===== src/rtl/stream_width_serializer_if.sv =====
// Stream interface for the width serializer.
// It carries the wide word input side (FWFT FIFO read port) and the narrow beat output side.
interface stream_width_serializer_if #(
    parameter int IN_WIDTH  = 32,
    parameter int OUT_WIDTH = 8
);
    logic [IN_WIDTH-1:0]  in_data;
    logic                 in_valid;
    logic                 in_last;
    logic                 in_ready;
    logic [OUT_WIDTH-1:0] out_data;
    logic                 out_valid;
    logic                 out_last;
    logic                 out_ready;

    // Producer/consumer environment around the serializer.
    modport master (
        output in_data, in_valid, in_last, out_ready,
        input  in_ready, out_data, out_valid, out_last
    );

    // The serializer itself.
    modport slave (
        input  in_data, in_valid, in_last, out_ready,
        output in_ready, out_data, out_valid, out_last
    );
endinterface


===== src/rtl/stream_width_serializer.sv =====
// Wide-to-narrow stream serializer.
// Holds one IN_WIDTH word and emits it as RATIO beats of OUT_WIDTH bits, least-significant slice first.
// A new word loads on the same edge the final beat leaves, so back-to-back words stream at one beat per cycle.
// IN_WIDTH must be an integer multiple of OUT_WIDTH, with at least two beats per word.
module stream_width_serializer #(
    parameter int IN_WIDTH  = 32,
    parameter int OUT_WIDTH = 8,
    parameter int CNT_WIDTH = 32
) (
    input  logic                 clk,
    input  logic                 rst,
    stream_width_serializer_if.slave s,
    output logic [CNT_WIDTH-1:0] word_count,
    output logic [CNT_WIDTH-1:0] beat_count,
    output logic                 busy
);
    localparam int RATIO = IN_WIDTH / OUT_WIDTH;
    localparam int IDX_W = $clog2(RATIO);
    localparam logic [IDX_W-1:0] LAST_IDX = IDX_W'(RATIO - 1);

    typedef enum logic {
        IDLE  = 1'b0,
        SHIFT = 1'b1
    } state_t;

    state_t                state_q, state_d;
    logic [IN_WIDTH-1:0]   data_q, data_d;
    logic                  last_q, last_d;
    logic [IDX_W-1:0]      idx_q, idx_d;
    logic [CNT_WIDTH-1:0]  word_count_q, word_count_d;
    logic [CNT_WIDTH-1:0]  beat_count_q, beat_count_d;

    logic                  out_valid;
    logic                  at_last;
    logic                  out_xfer;
    logic                  in_ready;
    logic                  in_xfer;
    logic [OUT_WIDTH-1:0]  out_data;
    logic                  out_last;

    // Handshake decode; outputs are forced quiet while reset is asserted so nothing leaks during reset.
    always_comb begin
        out_valid = rst && (state_q == SHIFT);
        at_last   = (idx_q == LAST_IDX);
        out_xfer  = out_valid && s.out_ready;
        in_ready  = rst && ((state_q == IDLE) || (out_xfer && at_last));
        in_xfer   = s.in_valid && in_ready;
        out_data  = rst ? data_q[idx_q*OUT_WIDTH +: OUT_WIDTH] : '0;
        out_last  = last_q && at_last && out_valid;
    end

    assign s.out_valid  = out_valid;
    assign s.out_data   = out_data;
    assign s.out_last   = out_last;
    assign s.in_ready   = in_ready;
    assign busy         = out_valid;
    assign word_count   = word_count_q;
    assign beat_count   = beat_count_q;

    // Next-state: a load wins over an end-of-word return to IDLE, giving bubble-free reloads.
    always_comb begin
        state_d      = state_q;
        data_d       = data_q;
        last_d       = last_q;
        idx_d        = idx_q;
        word_count_d = word_count_q + CNT_WIDTH'(in_xfer);
        beat_count_d = beat_count_q + CNT_WIDTH'(out_xfer);
        if (in_xfer) begin
            data_d  = s.in_data;
            last_d  = s.in_last;
            idx_d   = '0;
            state_d = SHIFT;
        end else if (out_xfer) begin
            if (at_last) begin
                state_d = IDLE;
            end else begin
                idx_d = idx_q + 1'b1;
            end
        end
    end

    // State registers with synchronous active-low reset discarding any held word.
    always_ff @(posedge clk) begin
        if (!rst) begin
            state_q      <= IDLE;
            data_q       <= '0;
            last_q       <= 1'b0;
            idx_q        <= '0;
            word_count_q <= '0;
            beat_count_q <= '0;
        end else begin
            state_q      <= state_d;
            data_q       <= data_d;
            last_q       <= last_d;
            idx_q        <= idx_d;
            word_count_q <= word_count_d;
            beat_count_q <= beat_count_d;
        end
    end
endmodule


===== src/flat_wrapper.sv =====
// flat-port wrapper written by rule: the top's interface ports become plain ports
module stream_width_serializer_flat 
#(
    parameter int IN_WIDTH  = 32,
    parameter int OUT_WIDTH = 8,
    parameter int CNT_WIDTH = 32
)
  (clk, rst, word_count, beat_count, busy, s_in_data, s_in_valid, s_in_last, s_out_ready, s_in_ready, s_out_data, s_out_valid, s_out_last);
  stream_width_serializer_if #(.IN_WIDTH(IN_WIDTH), .OUT_WIDTH(OUT_WIDTH)) s_i ();
  input  logic clk;
  input  logic rst;
  output logic [CNT_WIDTH-1:0] word_count;
  output logic [CNT_WIDTH-1:0] beat_count;
  output logic busy;
  input wire logic [$bits(s_i.in_data)-1:0] s_in_data;
  input wire logic [$bits(s_i.in_valid)-1:0] s_in_valid;
  input wire logic [$bits(s_i.in_last)-1:0] s_in_last;
  input wire logic [$bits(s_i.out_ready)-1:0] s_out_ready;
  output wire logic [$bits(s_i.in_ready)-1:0] s_in_ready;
  output wire logic [$bits(s_i.out_data)-1:0] s_out_data;
  output wire logic [$bits(s_i.out_valid)-1:0] s_out_valid;
  output wire logic [$bits(s_i.out_last)-1:0] s_out_last;
  assign s_i.in_data = s_in_data;
  assign s_i.in_valid = s_in_valid;
  assign s_i.in_last = s_in_last;
  assign s_i.out_ready = s_out_ready;
  assign s_in_ready = s_i.in_ready;
  assign s_out_data = s_i.out_data;
  assign s_out_valid = s_i.out_valid;
  assign s_out_last = s_i.out_last;
  stream_width_serializer #(.IN_WIDTH(IN_WIDTH), .OUT_WIDTH(OUT_WIDTH), .CNT_WIDTH(CNT_WIDTH)) u_core (.clk(clk), .rst(rst), .s(s_i), .word_count(word_count), .beat_count(beat_count), .busy(busy));
endmodule

===== config.mk =====
export PLATFORM = sky130hd
export DESIGN_NAME = stream_width_serializer_flat
export DESIGN_NICKNAME = d
export VERILOG_FILES = /design/src/rtl/stream_width_serializer_if.sv /design/src/rtl/stream_width_serializer.sv /design/src/flat_wrapper.sv
export SDC_FILE = /design/constraint.sdc
export NUM_CORES = 1
export LEC_CHECK = 0
export ABC_CLOCK_PERIOD_IN_PS = 6600
export CELL_PAD_IN_SITES_DETAIL_PLACEMENT = 1
export CELL_PAD_IN_SITES_GLOBAL_PLACEMENT = 2
export CORE_MARGIN = 10
export CORE_UTILIZATION = 31
export CTS_CLUSTER_SIZE = 20
export DETAILED_ROUTE_END_ITERATION = 8
export PLACE_DENSITY_LB_ADDON = 0.3
export SLEW_MARGIN = 20
export SYNTH_ARGS = -nofsm -noshare
export SYNTH_HDL_FRONTEND = slang
export SYNTH_SLANG_ARGS = --single-unit
export TNS_END_PERCENT = 10

===== constraint.sdc =====
create_clock -name clk -period 6.6 [get_ports clk]
set_clock_uncertainty 0.05 [all_clocks]
set_input_delay 1.32 -clock clk [delete_from_list [all_inputs] [get_ports clk]]
set_output_delay 1.32 -clock clk [all_outputs]
set_load 0.01 [all_outputs]

; ---- After elaboration in Yosys (flattened, before gate mapping)
; Index checks and enable logic that the tools add are counted.
[word_totals]
reg_bits = 100
elab_cells = 31
output_inout_bits = 76
[classes]
n_eq_ne = 1
n_reduce_logical = 13
n_shift = 1
bitwise_logic = 3
n_mux = 4
add_sub_neg = 3
[ops]
columns = op, n
row1 = $add A32 B1 Y32, 2
row2 = $shiftx A32 B6 Y8, 1
row3 = $mux W8, 1
row4 = $logic_and A1 B1 Y1, 7
row5 = $reduce_and A2 Y1, 2
row6 = $reduce_bool A2 Y1, 2
row7 = $mux W1, 3
row8 = $not A1 Y1, 3
row9 = $add A2 B1 Y2 const B, 1
row10 = $eq A2 B2 Y1 const B, 1
row11 = $reduce_or A2 Y1, 1
row12 = $logic_or A1 B1 Y1, 1

; ---- Logic depth before layout (Yosys ltp)
[logic_depth]
ltp_word = 8
depth_mapped = 12
ltp_nobuf = 9

; ---- Worst setup path after synthesis
; OpenSTA, ideal clock, no wires.
[synth_timing]
path_type = input-to-reg
start = in s_out_ready
end = reg u_core.word_count_q[26] (netlist: u_core.word_count[26])
cell_stages = 10
arrival_ns = 3.875
path_slack_ns = 2.605
path_cell_list = a21boi_0 > nor3b_1 > clkbuf_1 > ha_1 > ha_1 > nand3_1 > or4_1 > clkbuf_1 > or4_1 > a21oi_1
[synth_between]
elab_chain_len = 6
[synth_rtl]
columns = item, line
row1 = start: declaration, flat_wrapper.sv:18  ; input wire logic [$bits(s_i.out_ready)-1:0] s_out_ready;
row2 = $logic_and A1 B1 Y1, stream_width_serializer.sv:45  ; out_xfer = out_valid && s.out_ready;
row3 = $logic_and A1 B1 Y1, stream_width_serializer.sv:46  ; in_ready = rst && ((state_q == IDLE) || (out_xfer && at_last));
row4 = $logic_or A1 B1 Y1, stream_width_serializer.sv:46
row5 = $logic_and A1 B1 Y1, stream_width_serializer.sv:46
row6 = $logic_and A1 B1 Y1, stream_width_serializer.sv:47  ; in_xfer = s.in_valid && in_ready;
row7 = net u_core.in_xfer, stream_width_serializer.sv:37  ; logic in_xfer;
row8 = $add A32 B1 Y32, stream_width_serializer.sv:66  ; word_count_d = word_count_q + CNT_WIDTH'(in_xfer);
row9 = end signal: assignment, stream_width_serializer.sv:96  ; word_count_q <= word_count_d;
row10 = end: declaration, stream_width_serializer.sv:30  ; logic [CNT_WIDTH-1:0] word_count_q, word_count_d;
; The timed path passes the listed nets, and every way through them passes these cells.
; A chain may end at the register's enable or synchronous reset.

; ---- Worst setup path after layout
[layout_timing]
start = in s_out_ready
end = reg u_core.word_count_q[29] (netlist: u_core.word_count[29])
[layout_between]
elab_chain_len = 6
[layout_rtl]
columns = item, line
row1 = $logic_and A1 B1 Y1, stream_width_serializer.sv:45
row2 = $logic_and A1 B1 Y1, stream_width_serializer.sv:46
row3 = $logic_or A1 B1 Y1, stream_width_serializer.sv:46
row4 = $logic_and A1 B1 Y1, stream_width_serializer.sv:46
row5 = $logic_and A1 B1 Y1, stream_width_serializer.sv:47
row6 = $add A32 B1 Y32, stream_width_serializer.sv:66
; No other way between the ends.

==> impl_metrics.py <==
metrics = {
    "run_status": {
        "outcome": "finished, final reports clean",
    },
    "worst_hold_path": {
        "hp-class": "flop to flop",
    },
    "route": {
        "drc": 0,
        "drt_iter0_drc": 223,
        "drtPass1Iterations": 4,
        "drt-wirelength-per-cell_um": 16.4,
        "num_vias": 4055,
        "wirelength_um": 13100,
        "ant_nets": 0,
        "routed_via_density": 5.07,
    },
    "synthesis": {
        "synth-async-reset-ratio_pct": 0,
        "synth_warnings": 0,
        "syn_area_per_cell_um2": 8.56,
        "yosys.area.top_type": "dfxtp_1",
        "yosysMostFrequentCell": "dfxtp_1",
        "synthTopCellsByCount": "100 x dfxtp_1, 88 x nand2_1, 44 x o21ai_0, 32 x a21oi_1, 31 x nor2_1",
        "synthCells": 522,
        "synth_area_leaders": "dfxtp_1 45%, nand2_1 7.4%, o21ai_0 4.9%, mux4_2 4.0%, or4_1 3.9%",
        "ys_seq_area_share_pct": 44.8,
        "synth_fp_nets": 564,
        "synth_ff_type": "dfxtp_1",
        "synth_cell_types": 37,
        "synth_area_mm2": 0.00447,
        "synth_edf_count": 0,
        "synth_top_area_share_pct": 44.8,
        "synth-seq-cells": 100,
    },
    "sta": {
        "hold_viol": 0,
        "maxSlewViolCount": 0,
        "fin_ws_ns": 2.01,
        "fin_setup_tns_ns": 0,
        "fin_crit_sh_pct": 69.5,
        "period_minus_slack_ns": 4.59,
        "grt_setup_unrepaired": "false",
        "fmax_ghz": 0.218,
        "tightest_slew_ns": 0.682,
        "max_slew_margin_pct": 54.5,
        "finalSetupViolCount": 0,
    },
    "clocking": {
        "cts_buffers": 9,
        "cts_sinks": 100,
        "clockRootBuffer": "clkbuf_16",
        "ctsHtreeMaxLevel": 3,
        "cts_tree": "done",
        "postCtsSetupBuffers": 0,
        "clock_path_buffers": 2,
        "hold_buffers": 0,
        "clk_pin_slew_worst_paths_ns": 0.07,
        "cts_repair_resize_count": 0,
        "insertion_delay_ns": 0.35,
    },
    "flow_run": {
        "cap_violations": 0,
    },
    "grt": {
        "grt_max_degree": 70,
        "globalRoute.totalOverflow": 0,
        "grt_pass1_vias": 4257,
        "antenna_found_initial": 0,
        "track_usage_pct": 13.1,
        "grt_pass1_wl_um": 21500,
    },
    "finish": {
        "drive_above_1_share_pct": 5.65,
        "syn2layout_area_growth_pct": 34.1,
        "final_nets": 658,
        "n_antenna_cell": 0,
        "fin_cells": 800,
        "final_core_util_pct": 42.8,
        "fillCellCount": 1649,
    },
    "placed_design": {
        "place_worst_setup_slack_ns": 1.62,
        "place.gp.congestion": 0.730,
        "place_inst": 785,
        "io_buffers": 112,
        "dpl.hpwl_um": 9420,
    },
    "setup_path": {
        "critPathBufInv": 2,
        "crit_required_ns": 6.83,
        "cp-end-kind": "flop",
        "cp_top_family": "simple AND/OR/NAND/NOR gates",
        "cp_max_fo": 69,
        "path_cells": "clkdlybuf4s50_1 > a21boi_0 > nor3b_2 > buf_4 > ha_1 > nand4_2 > or4_1 > or4_1 > a21oi_1",
        "max_stage_delay_ns": 0.87,
        "slowest_stage": "or4_1",
        "path_common_cell": "or4_1",
        "crit_arrival_ns": 4.82,
        "cp-start-kind": "input port",
        "crit_type": "input port to flop",
    },
    "floorplanning": {
        "die_h_um": 140,
        "core_mm2": 0.0140,
        "die_area_mm2": 0.0196,
        "die_x_um": 140,
        "io_pins": 113,
        "initial_utilization_pct": 31.9,
        "rows": 43,
    },
    "power": {
        "peakVddDrop_uv": 112,
        "p_per_area_mw_per_mm2": 205,
        "p_leak_nw": 1.94,
    },
}
==> path summary, 6_finish.rpt <==
path                          start               endpoint  slack, ns  depth (start not counted)
setup reg to reg    u_core.idx_q[0]  u_core.word_count[29]       2.41                          9
hold reg to reg   u_core.data_q[25]      u_core.data_q[25]       0.41                          2
setup / recovery        s_out_ready  u_core.word_count[29]       2.01                          9
hold / removal    u_core.data_q[25]      u_core.data_q[25]       0.41                          2
==> worst register-to-register path, cell delays in order, from the launching register on <==
cell	delay [ns]
dfxtp_1	0.76
ha_1	0.30
a21boi_0	0.16
nor3b_2	0.18
buf_4	0.51
ha_1	0.34
nand4_2	0.20
or4_1	0.87
or4_1	0.60
a21oi_1	0.15
==> flip-flops by register name, indices dropped and copies added (netlist names) <==
name               flops
u_core.state_q         1
u_core.idx_q           2
u_core.beat_count     32
u_core.data_q         32
u_core.last_q          1
u_core.word_count     32
==> stage by stage <==
step | cell area, um2 | total power [mW] | hold WS, ns
floorplan | 4470 | 0.677 | 0.381
global placement | 5700 | 0.717 | 0.391
detailed placement | 5700 | 0.720 | 0.404
CTS | 5990 | 1.25 | 0.416
global route | 5990 | 1.29 | 0.429
finish | 5990 | 1.23 | 0.408
==> power breakdown <==
group | internal, mW | switching [mW] | leakage, nW | total, mW
registers | 0.619 | 0.00994 | 0.812 | 0.629
clock network | 0.295 | 0.227 | 0.145 | 0.522
logic | 0.0413 | 0.0348 | 0.986 | 0.0761
total | 0.955 | 0.272 | 1.94 | 1.23
==> area by class of cell <==
| type | instances | area [um2] | area share (%) |
|---|---|---|---|
| clock buffer | 14 | 284 | 4.74 |
| clock inverter | 1 | 5.00 | 0.0835 |
| inverter | 13 | 48.8 | 0.814 |
| multi-input combinational | 377 | 2290 | 38.2 |
| sequential | 100 | 2000 | 33.4 |
| tap | 180 | 225 | 3.76 |
| timing repair buffer | 115 | 1140 | 19.0 |
==> cells in the final DEF (no fill, tap or decap), types with 6 or more instances in the layout <==
| cell type | synthesis | routed |
|---|---|---|
| dfxtp_1 | 100 | 100 |
| xor2_1 | 7 | 7 |
| o21ai_0 | 44 | 44 |
| and2_1 | 14 | 14 |
| a21oi_1 | 32 | 32 |
| nor2_1 | 31 | 31 |
| o31ai_1 | 20 | 20 |
| nor4_1 | 6 | 6 |
| nand3_1 | 22 | 22 |
| mux4_2 | 8 | 8 |
| or3_1 | 14 | 14 |
| nand4_1 | 7 | 7 |
| xnor2_1 | 18 | 18 |
| or4_1 | 23 | 23 |
| nor3_1 | 8 | 8 |
| inv_1 | 12 | 12 |
| clkdlybuf4s50_1 | 0 | 111 |
| clkbuf_16 | 0 | 9 |
| nand2_1 | 88 | 88 |
==> kinds of logic after synthesis <==
logic type / synth area share, %
buffers and inverters: 4.09
AND/OR/NAND/NOR: 27.6
AO/OA/AOI/OAI: 12.0
flip-flops: 44.8
XOR/XNOR: 4.90
multiplexers: 5.15
adder cells (fa/ha/maj): 1.40
==> metal layers <==
layer / GRT usage, % / vias up / wire length, um
li1: - / 2030 / -
met1: 16.0 / 1942 / 6100
met2: 21.1 / 72 / 6080
met3: 4.16 / 11 / 727
met4: 4.95 / 0 / 196
met5: 0 / - / 0
No activity file was read; power rests on OpenSTA's default activity.
